--- src/rtl/fetch_queue.sv ---
// Instruction-fetch front end: sequential imem requests, DEPTH-entry prefetch queue, redirect flush/drain.
// Optional JAL predecode redirect enabled by defining FETCH_JAL_PREDICT_EN.
module fetch_queue #(
    parameter int PC_W    = 9,
    parameter int INS_W   = 32,
    parameter int DEPTH   = 4,
    parameter int MAX_OUT = 2,
    parameter logic [PC_W-1:0] RESET_PC = '0
) (
    input  logic                          clk,
    input  logic                          reset,
    output logic                          imem_req_valid,
    input  logic                          imem_req_ready,
    output logic [PC_W-1:0]               imem_req_addr,
    input  logic                          imem_rsp_valid,
    input  logic [INS_W-1:0]              imem_rsp_data,
    input  logic                          redirect_valid,
    input  logic [PC_W-1:0]               redirect_pc,
    output logic                          id_valid,
    input  logic                          id_ready,
    output logic [PC_W-1:0]               id_pc,
    output logic [INS_W-1:0]              id_instr,
    output logic [$clog2(DEPTH):0]        occupancy
);

    localparam int PTR_W = $clog2(DEPTH);
    localparam int OCC_W = PTR_W + 1;

    typedef enum logic {FETCH, DRAIN} state_t;

    state_t            state, state_next;
    logic [PC_W-1:0]   fetch_pc, rsp_pc, redirect_target;
    logic [PC_W-1:0]   q_pc    [DEPTH];
    logic [INS_W-1:0]  q_instr [DEPTH];
    logic [PTR_W-1:0]  head, tail;
    logic [OCC_W-1:0]  count, outstanding, out_after, drop_cnt, drop_next;
    logic              rsp_fire, pop, push, issue, room, any_redirect;

    // Responses are only honoured while something is actually in flight.
    assign rsp_fire  = imem_rsp_valid && (outstanding != '0);
    assign id_valid  = (count != '0);
    assign pop       = id_valid && id_ready;
    assign id_pc     = id_valid ? q_pc[head] : '0;
    assign id_instr  = id_valid ? q_instr[head] : '0;
    assign occupancy = count;

`ifdef FETCH_JAL_PREDICT_EN
    logic               jal_hit;
    logic [20:0]        j_imm;
    logic signed [31:0] j_off;
    logic [PC_W-1:0]    jal_target;

    assign j_imm      = {imem_rsp_data[31], imem_rsp_data[19:12], imem_rsp_data[20],
                         imem_rsp_data[30:21], 1'b0};
    assign j_off      = 32'(signed'(j_imm));
    assign jal_target = rsp_pc + j_off[PC_W-1:0];
    assign jal_hit    = (state == FETCH) && rsp_fire && (imem_rsp_data[6:0] == 7'b1101111);
    assign any_redirect    = redirect_valid || jal_hit;
    assign redirect_target = redirect_valid ? redirect_pc : jal_target;
`else
    assign any_redirect    = redirect_valid;
    assign redirect_target = redirect_pc;
`endif

    // Every issued request reserves a queue slot, so responses never need backpressure.
    assign room = ({1'b0, count} + {1'b0, outstanding}) < (OCC_W + 1)'(DEPTH);
    assign imem_req_valid = !reset && (state == FETCH) && room &&
                            (outstanding < OCC_W'(MAX_OUT)) && !any_redirect;
    assign imem_req_addr  = fetch_pc;
    assign issue          = imem_req_valid && imem_req_ready;
    assign push           = (state == FETCH) && rsp_fire && !redirect_valid;
    assign out_after      = outstanding + OCC_W'(issue) - OCC_W'(rsp_fire);

    always_comb begin
        state_next = state;
        drop_next  = drop_cnt;
        if (any_redirect) begin
            drop_next  = out_after;
            state_next = (out_after != '0) ? DRAIN : FETCH;
        end else if (state == DRAIN && rsp_fire) begin
            drop_next = drop_cnt - OCC_W'(1);
            if (drop_cnt == OCC_W'(1)) begin
                state_next = FETCH;
            end
        end
    end

    always_ff @(posedge clk) begin
        if (reset) begin
            state       <= FETCH;
            drop_cnt    <= '0;
            outstanding <= '0;
            fetch_pc    <= RESET_PC;
            rsp_pc      <= RESET_PC;
        end else begin
            state       <= state_next;
            drop_cnt    <= drop_next;
            outstanding <= out_after;
            if (any_redirect) begin
                fetch_pc <= redirect_target;
                rsp_pc   <= redirect_target;
            end else begin
                if (issue) fetch_pc <= fetch_pc + PC_W'(4);
                if (push)  rsp_pc   <= rsp_pc + PC_W'(4);
            end
        end
    end

    // A predicted JAL keeps older entries and itself; only an external redirect clears the queue.
    always_ff @(posedge clk) begin
        if (reset || redirect_valid) begin
            head  <= '0;
            tail  <= '0;
            count <= '0;
        end else begin
            if (pop) head <= head + PTR_W'(1);
            if (push) begin
                q_pc[tail]    <= rsp_pc;
                q_instr[tail] <= imem_rsp_data;
                tail          <= tail + PTR_W'(1);
            end
            count <= count + OCC_W'(push) - OCC_W'(pop);
        end
    end

endmodule

--- config.mk ---
export PLATFORM = sky130hd
export DESIGN_NAME = fetch_queue
export DESIGN_NICKNAME = d
export VERILOG_FILES = /design/src/rtl/fetch_queue.sv
export SDC_FILE = /design/constraint.sdc
export NUM_CORES = 1
export LEC_CHECK = 0
export ABC_AREA = 1
export ABC_CLOCK_PERIOD_IN_PS = 3660
export BUFFER_PORTS_ARGS = -buffer_cell sky130_fd_sc_hd__buf_4
export CAP_MARGIN = 20
export CORE_ASPECT_RATIO = 0.5
export CORE_UTILIZATION = 45
export DETAILED_ROUTE_END_ITERATION = 12
export PLACE_DENSITY = 0.74
export SYNTH_ARGS = -nofsm -noshare
export SYNTH_HDL_FRONTEND = slang
export SYNTH_SLANG_ARGS = --single-unit
--- constraint.sdc ---
create_clock -name clk -period 3.66 [get_ports clk]
set_input_delay 0.366 -clock clk [delete_from_list [all_inputs] [get_ports clk]]
set_output_delay 0.366 -clock clk [all_outputs]
set_load 0.1 [all_outputs]
==> results of run 1 <==
[cell usage in the layout (no fill, tap or decap), drive strengths merged]
| cell type | instances |
|---|---|
| a21oi | 59 |
| ha | 15 |
| edfxtp | 164 |
| nor2 | 201 |
| inv | 47 |
| o21bai | 1 |
| xor2 | 1 |
| buf | 109 |
| nand2 | 62 |
| nor3b | 1 |
| or2 | 1 |
| o21ai | 100 |
| o211ai | 1 |
| nand3 | 24 |
| nor3 | 2 |
| o211a | 1 |
| clkinv | 9 |
| xnor2 | 3 |
| nand4 | 3 |
| dfxtp | 34 |
| clkbuf | 18 |
| fa | 2 |
[through the flow]
stage	instances	instance area, µm²	util (%)	setup WS, ns	hold slack (ns)
3_3_place_gp	1060	9240	52.4	0.996	0.459
3_5_place_dp	1060	9240	52.4	0.888	0.454
6_report	1092	9840	55.9	0.550	0.121
5_1_grt	1092	9840	55.9	0.426	0.110
4_1_cts	1092	9840	55.9	0.612	0.111
2_1_floorplan	752	8200	-	0.352	0.435
[power groups by stage]
stage	clock, mW	combinational [mW]	sequential, mW
floorplan	0	0.790	2.70
global placement	0	1.12	2.64
global route	1.96	1.23	2.60
detailed placement	0	1.14	2.64
finish	1.86	1.14	2.59
CTS	1.88	1.14	2.59
[cell families (layout without fill, tap and decap cells)]
kind of cell,after synthesis,in the layout,synth area share [%]
simple gates,294,294,14.6
flops,198,198,68.4
compound gates,162,162,10.0
buf+inv,77,183,3.80
fa+ha+maj,17,17,2.78
xor+xnor,4,4,0.427
[state kept, by name, indices dropped and copies added, names as in the netlist, named ones only]
register and cells:
tail 2, rsp_pc 9, drop_cnt 3, q_pc 36, outstanding 3, imem_req_addr 9, head 2, occupancy 3
q_instr 128, state 1
[worst max-delay path: stages, from the launching register on]
cell and delay, ns:
dfxtp_2 0.32, buf_4 0.45, inv_2 0.50, nor2_1 0.28, o21ai_0 0.14, a21oi_1 0.26, buf_4 0.34
[routing by layer]
layer	vias to the layer above	share of wire, %	GRT usage, %
met5	-	0	0
met4	0	1.2	6.24
met3	18	4.8	3.79
met2	170	48	31.3
met1	2794	46	26.9
li1	2775	-	-
[worst paths after layout]
path / end / cells after the start / startpoint / slack, ns
max reg2reg: state / 14 / occupancy[2] / 0.91
min: q_instr[0][5] / 1 / imem_rsp_data[5] / 0.12
max: id_pc[2] / 6 / register / 0.55
min reg2reg: register / 2 / head[1] / 0.47
[layout make-up]
type | instances | area (µm²) | share of cell area (%)
clock inverters | 14 | 178 | 1.81
inverters | 42 | 158 | 1.60
well taps | 234 | 293 | 2.97
multi-input cells | 477 | 2320 | 23.6
clock buffers | 18 | 429 | 4.36
flip-flops and latches | 198 | 5610 | 57.0
repair buffers | 109 | 856 | 8.69
==> impl_metrics.tcl, run 1 <==
set metrics [dict create \
    status "finished, violations left" \
    violations "design-rule violations" \
    ios 102 \
    antenna_cells 0 \
    grt_usage_pct 19.6 \
    finalSetupTns_ns 0 \
    post_drt_wl_per_cell_um 16.1 \
    antenna_found_initial 0 \
    synth_edf_count 164 \
    syn_inst 752 \
    layout-drive-gt1-share_pct 18.6 \
    viasPerCell 5.27 \
    ys_warn_count 0 \
    path_max_fanout 42 \
    power_density_nw_per_um2 568 \
    synth_cell_type_count 31 \
    synth_flop_cell "edfxtp_1" \
    crit_required_ns 3.29 \
    grt_pass1_vias 5701 \
    path_class "reg2out" \
    ctsResizeCount 0 \
    max_clock_freq_mhz 322 \
    routed_wl_um 17600 \
    yosysMostFrequentCell "nor2_1" \
    synth_top_area_share_pct 60.1 \
    dr.pass1.iters 9 \
    syn-mean-instance-area_um2 10.9 \
    finalPower_mw 5.59 \
    postCtsSetupBuffers 0 \
    dp_hpwl_um 10500 \
    hold_viol_final 0 \
    syn-cell-area_um2 8200 \
    synth_area_leaders "edfxtp_1 (60%), nor2_1 (9.1%), dfxtp_1 (8.3%)" \
    core_area_um2 17600 \
    area_growth_pct 20.1 \
    ir_drop_uv 374 \
    dieArea_um2 18800 \
    grt_max_degree 83 \
    swShare_pct 33.3 \
    drt-initial-drc-count 503 \
    worst_pin_slew_ns 0.874 \
    synth_fp_nets 816 \
    vias 5757 \
    internal_power_mw 3.73 \
    synth_common_cells "nor2_1 (199), edfxtp_1 (164), nand2_1 (60), a21oi_1 (59), o21ai_0 (59)" \
    htree_levels 4 \
    drc 1 \
    yosysTopAreaCell "edfxtp_1" \
    maxCapViolations 0 \
    min_period_ns 3.11 \
    grt_overflow_total 0 \
    fin_worst_skew_ns 0.0168 \
    cts_inserted_buffers 17 \
    die_y_um 97.4 \
    fill_cells 1430 \
    layout.nets 909 \
    start_kind "register" \
    ys_ff_latch 198 \
    drv_slew 0 \
    ctsLongestPathBuffers 2 \
    cp-end-kind "output pin" \
    io_buffers 101 \
    min_path_type "in2reg" \
    comb_power_share_pct 20.4 \
    cts_tree "built" \
    die_x_um 193 \
    worst_skew_pair.late_latency_ns 0.44 \
    antenna_left 0 \
    place_congestion 0.817 \
    finalSetupViolCount 0 \
    initial_core_util_pct 46.5 \
    p_switching_mw 1.86 \
    post-route-period-util_pct 85.0 \
    cts.reportedPaths.clkPinSlew_ns 0.09 \
    cts_root_buffer "clkbuf_16" \
    max_slew_margin_pct 41.7 \
    cts_num_sinks 198 \
    synthArstFlopShare_pct 0 \
    grt_pass1_wl_um 28400 \
    ys_seq_area_share_pct 68.4 \
    arrival_ns 2.74 \
    rsz0062_at_grt "false" \
    cts_hold_buf 0 \
    p_clk_share_pct 33.3 \
    leakagePower_nw 3.69 \
    num_rows 34 \
    pwr-share-seq_pct 46.3 \
]
No activity file was read; power rests on OpenSTA's default activity.
==> run 2: changes to the inputs <==
- ABC_CLOCK_PERIOD_IN_PS: 3660 -> 3100
- clock period: 3.66 -> 3.1 ns (I/O delays scaled with it)
==> run 2 against run 1 <==
- the run still ends with design-rule violations left
- global-route usage down 0.31 points
- combinational power rose by 18%
- clock power rose by 20%
- sequential share of layout area fell by 0.38 points
- critical path depth shrank 1
- via count fell by 1.2%
- sequential power is 18% higher
- setup slack worse by 0.30 ns
- worst hold slack worse by 0.049 ns
- critical endpoint is now id_pc[1]
- highest routed layer unchanged
==> impl_metrics.tcl, run 2 (synthesis gave the netlist of run 1 again) <==
set metrics [dict create \
    status "finished, violations left" \
    violations "design-rule violations" \
    grt_max_degree 83 \
    cts_num_sinks 198 \
    layout_top_registers "q_instr x128, q_pc x36" \
    placed_cells 1063 \
    num_rows 34 \
    routed_wl_um 17300 \
    place_congestion 0.808 \
    layout_commonest_cell "nor2_1" \
    layout.nets 912 \
    min_path_type "in2reg" \
    ios 102 \
    core_area_um2 17600 \
    grt_overflow_total 0 \
    drc 2 \
    viasPerCell 5.19 \
    grt_usage_pct 19.3 \
    post-route-period-util_pct 92.0 \
    worst_pin_slew_ns 0.883 \
    min_period_ns 2.85 \
    leakagePower_nw 3.73 \
    ir_drop_uv 333 \
    start_kind "register" \
    ctsResizeCount 0 \
    vias 5687 \
    path_max_fanout 41 \
    slowest_delay_ns 0.66 \
    grt_pass1_wl_um 27700 \
    post_drt_wl_per_cell_um 15.8 \
    cts_hold_buf 0 \
    finalPower_mw 6.64 \
    dp_hpwl_um 10500 \
    cp_num_buf_inv 2 \
    antenna_found_initial 0 \
    antenna_left 0 \
    pre_cts_ws_ns 0.413 \
    arrival_ns 2.54 \
    reg2reg_depth 14 \
    power_density_nw_per_um2 670 \
    max_slew_margin_pct 41.0 \
    critical_path.top_delay_family "buffers and inverters" \
    cp_cell_sequence "inv_2 -> nor2_1 -> o21ai_0 -> a21oi_1 -> buf_4" \
    cts_root_buffer "clkbuf_16" \
    grt_pass1_vias 5453 \
    worst_skew_pair.late_latency_ns 0.43 \
    cts.reportedPaths.clkPinSlew_ns 0.09 \
    max_clock_freq_mhz 351 \
    cts_inserted_buffers 17 \
    rsz0062_at_grt "false" \
    die_y_um 97.4 \
    dieArea_um2 18800 \
    drt-initial-drc-count 459 \
    cts_tree "built" \
    ctsLongestPathBuffers 2 \
    hold_depth 1 \
    fin_ws_ns 0.247 \
    initial_core_util_pct 46.5 \
    path_class "reg2out" \
    placed_cell_area_um2 9300 \
    drv_slew 0 \
    largest_register_ffs 128 \
    htree_levels 4 \
    mostFrequentLayoutCells "nor2_1 (195), edfxtp_1 (164), buf_4 (106), nand2_1 (60)" \
    dr.pass1.iters 9 \
    fin_worst_skew_ns 0.0100 \
    r2r_slack_ns 0.42 \
    finalInstanceArea_um2 9910 \
    area_growth_pct 20.9 \
    worst_path_max_delay_cell "dfxtp_2" \
    layout-drive-gt1-share_pct 19.2 \
    final_util_pct 56.3 \
    io_buffers 101 \
    hold_viol_final 0 \
    antenna_cells 0 \
    regMostFlops "q_instr" \
    postCtsSetupBuffers 0 \
    crit_cells 5 \
    fill_cells 1449 \
    crit_required_ns 2.79 \
    final_cells 1095 \
    finalSetupViolCount 0 \
    cp-end-kind "output pin" \
    maxCapViolations 0 \
    die_x_um 193 \
]
==> run 2: cell count changes in the layout (fill, tap and decap cells not counted), moves of 2 or more <==
cell | before | now
buf_12 | 3 | 6
clkinv_4 | 2 | 0
clkinv_8 | 6 | 3
inv_12 | 1 | 4
inv_8 | 1 | 3
==> run 2: area by class of cell <==
type | count | area (µm²) | share of cell area (%)
multi-input cells | 477 | 2320 | 23.4
repair buffers | 112 | 916 | 9.24
flip-flops and latches | 198 | 5610 | 56.6
clock inverters | 15 | 188 | 1.89
well taps | 234 | 293 | 2.95
clock buffers | 17 | 425 | 4.29
inverters | 42 | 158 | 1.59
==> run 2: where the power goes <==
group	switching (mW)	internal, mW
combinational	1.01	0.332
sequential	0.0765	2.98
clock	1.12	1.12
==> run 2: worst reg2reg max path, delay by kind of cell (launching register included) <==
| family | cells | cell delay [ns] |
|---|---|---|
| AOI/OAI and AO/OA | 2 | 0.19 |
| buffers and inverters | 3 | 0.17 |
| DFF | 1 | 0.36 |
| and+or+nand+nor | 4 | 0.54 |
| adders and majority gates | 4 | 1.10 |
| xor gates and xnor gates | 1 | 0.22 |
==> run 2: layer usage <==
layer | track usage (%) | share of wire (%) | up-vias
met3 | 4.30 | 5.5 | 13
met1 | 26.4 | 45 | 2739
met2 | 31.3 | 49 | 158
li1 | - | - | 2777
met5 | 0 | 0 | -
met4 | 4.24 | 0.66 | 0
==> run 2: path summary, 6_finish.rpt <==
kind / start / endpoint
max: register / id_pc[1]
min: imem_rsp_data[21] / q_instr[3][21]
max reg2reg: occupancy[2] / state
min reg2reg: imem_req_addr[0] / imem_req_addr[0]
==> run 2: through the flow <==
| stage | setup TNS (ns) | hold WS, ns |
|---|---|---|
| 3_3_place_gp | 0 | 0.436 |
| 3_5_place_dp | 0 | 0.438 |
| 6_report | 0 | 0.0722 |
| 4_1_cts | 0 | 0.0557 |
| 5_1_grt | 0 | 0.0449 |
| 2_1_floorplan | -5.94 | 0.379 |
==> run 3: changes to the inputs <==
- CORE_UTILIZATION: 45 -> 50
- PLACE_DENSITY: 0.74 -> 0.8
==> run 3 against run 2 <==
- the flow now finishes without violations
- cell area fell by 0.95%
- final cell count fell by 1.2%
- via count rose by 3.9%
- critical path depth did not move
- critical path type unchanged
- largest power group unchanged
- highest routed layer unchanged
==> impl_metrics.tcl, run 3 (synthesis gave the netlist of run 1 again) <==
set metrics [dict create \
    layout-drive-gt1-share_pct 19.0 \
    worst_pin_slew_ns 0.792 \
    grt_use_met1_pct 28.2 \
    r2r_start "occupancy[2]" \
    antenna_found_initial 0 \
    mostFrequentLayoutCells "nor2_1 (195), edfxtp_1 (164), buf_4 (109), nand2_1 (60)" \
    grt_usage_pct 22.5 \
    finalInstanceArea_um2 9820 \
    ir_drop_uv 387 \
    arrival_ns 2.52 \
    status "finished, final reports clean" \
    area_growth_pct 19.7 \
    dp_hpwl_um 11100 \
    grt_pass1_wl_um 29000 \
    cts.reportedPaths.clkPinSlew_ns 0.08 \
    layout_commonest_cell "nor2_1" \
    placed_cell_area_um2 9240 \
    rsz0062_at_grt "false" \
    met2_usage_pct 38.8 \
    maxCapViolations 0 \
    vias 5910 \
    hold_depth 1 \
    postCtsSetupBuffers 0 \
    crit_required_ns 2.79 \
    routed_wl_um 18200 \
    core_area_um2 15700 \
    viasPerCell 5.46 \
    drt-initial-drc-count 572 \
    post_drt_wl_per_cell_um 16.9 \
    hold_start "imem_rsp_data[12]" \
    start_kind "register" \
    dr.pass1.iters 5 \
    layout.nets 912 \
    cts_hold_buf 0 \
    power_density_nw_per_um2 664 \
    cts_num_sinks 198 \
    cp-end-kind "output pin" \
    fin_worst_skew_ns 0.0144 \
    hold_viol_final 0 \
    post-route-period-util_pct 91.1 \
    cts_inserted_buffers 17 \
    cts_tree "built" \
    finalPower_mw 6.52 \
    io_buffers 101 \
    whs_endpoint "q_instr[1][12]" \
    grt_pass1_vias 5887 \
    place_congestion 0.818 \
    grt-busiest-layer "met2" \
    min_path_type "in2reg" \
    grt_overflow_total 0 \
    path_class "reg2out" \
    die_x_um 183 \
    htree_levels 4 \
    path_max_fanout 42 \
    min_period_ns 2.83 \
    dieArea_um2 16900 \
    pre_cts_ws_ns 0.326 \
    ctsResizeCount 1 \
    die_y_um 92.5 \
    largest_register_ffs 128 \
    max_slew_margin_pct 47.1 \
    ctsLongestPathBuffers 2 \
    worst_skew_pair.late_latency_ns 0.44 \
    use_met3_pct 4.40 \
    num_rows 32 \
    leakagePower_nw 3.69 \
    final_util_pct 62.5 \
    fin_ws_ns 0.275 \
    regMostFlops "q_instr" \
    r2r_slack_ns 0.31 \
    finalSetupViolCount 0 \
    antenna_left 0 \
    antenna_cells 0 \
    max_clock_freq_mhz 354 \
    drv_slew 0 \
    drc 0 \
    cts_root_buffer "clkbuf_16" \
    ios 102 \
    r2r_end "state" \
    layout_top_registers "q_instr x128, q_pc x36" \
    reg2reg_depth 14 \
    grt_max_degree 53 \
    initial_core_util_pct 52.2 \
]
==> run 3: worst max-delay path by stage <==
stage / from / to / slack (ns) / cells after the start
final: register / id_instr[23] / 0.27 / 5
after floorplan: occupancy[1] / id_instr[22] / -0.15 / 3
after global placement: occupancy[2] / state / 0.44 / 14
after CTS: register / id_instr[23] / 0.26 / 5
after detailed placement: occupancy[2] / state / 0.33 / 14
after global routing: occupancy[2] / state / 0.08 / 14
==> run 3: per-stage QoR <==
stage / hold slack (ns) / std cells / setup TNS, ns
after floorplan: 0.379 / 752 / -5.94
after global placement: 0.433 / 1050 / 0
after detailed placement: 0.453 / 1050 / 0
after CTS: 0.0571 / 1082 / 0
after global routing: 0.0548 / 1082 / 0
final: 0.0744 / 1082 / 0
==> run 3: where the power goes <==
| group | switching, mW | internal [mW] | total (mW) |
|---|---|---|---|
| registers | 0.0813 | 2.98 | 3.06 |
| clock network | 1.04 | 1.06 | 2.11 |
| logic | 1.02 | 0.330 | 1.35 |
| total | 2.14 | 4.38 | 6.52 |
==> run 3: worst max-delay path: stages, from the launching register on <==
cell,delay (ns)
dfxtp_4,0.67
inv_2,0.45
nor2_1,0.23
o21ai_0,0.11
a21oi_1,0.25
buf_4,0.35
==> run 3: layout make-up <==
class	count	area (µm²)
clock buffers	17	425
clock inverters	15	145
fillers	1189	5880
inverters	42	158
multi-input cells	477	2320
flip-flops and latches	198	5610
well taps	221	277
repair buffers	112	878
==> run 3: per-layer routing <==
layer	up-vias	routed length, µm
met5	-	0
met4	0	259
met3	26	1190
met2	246	9180
met1	2858	7610
li1	2780	-
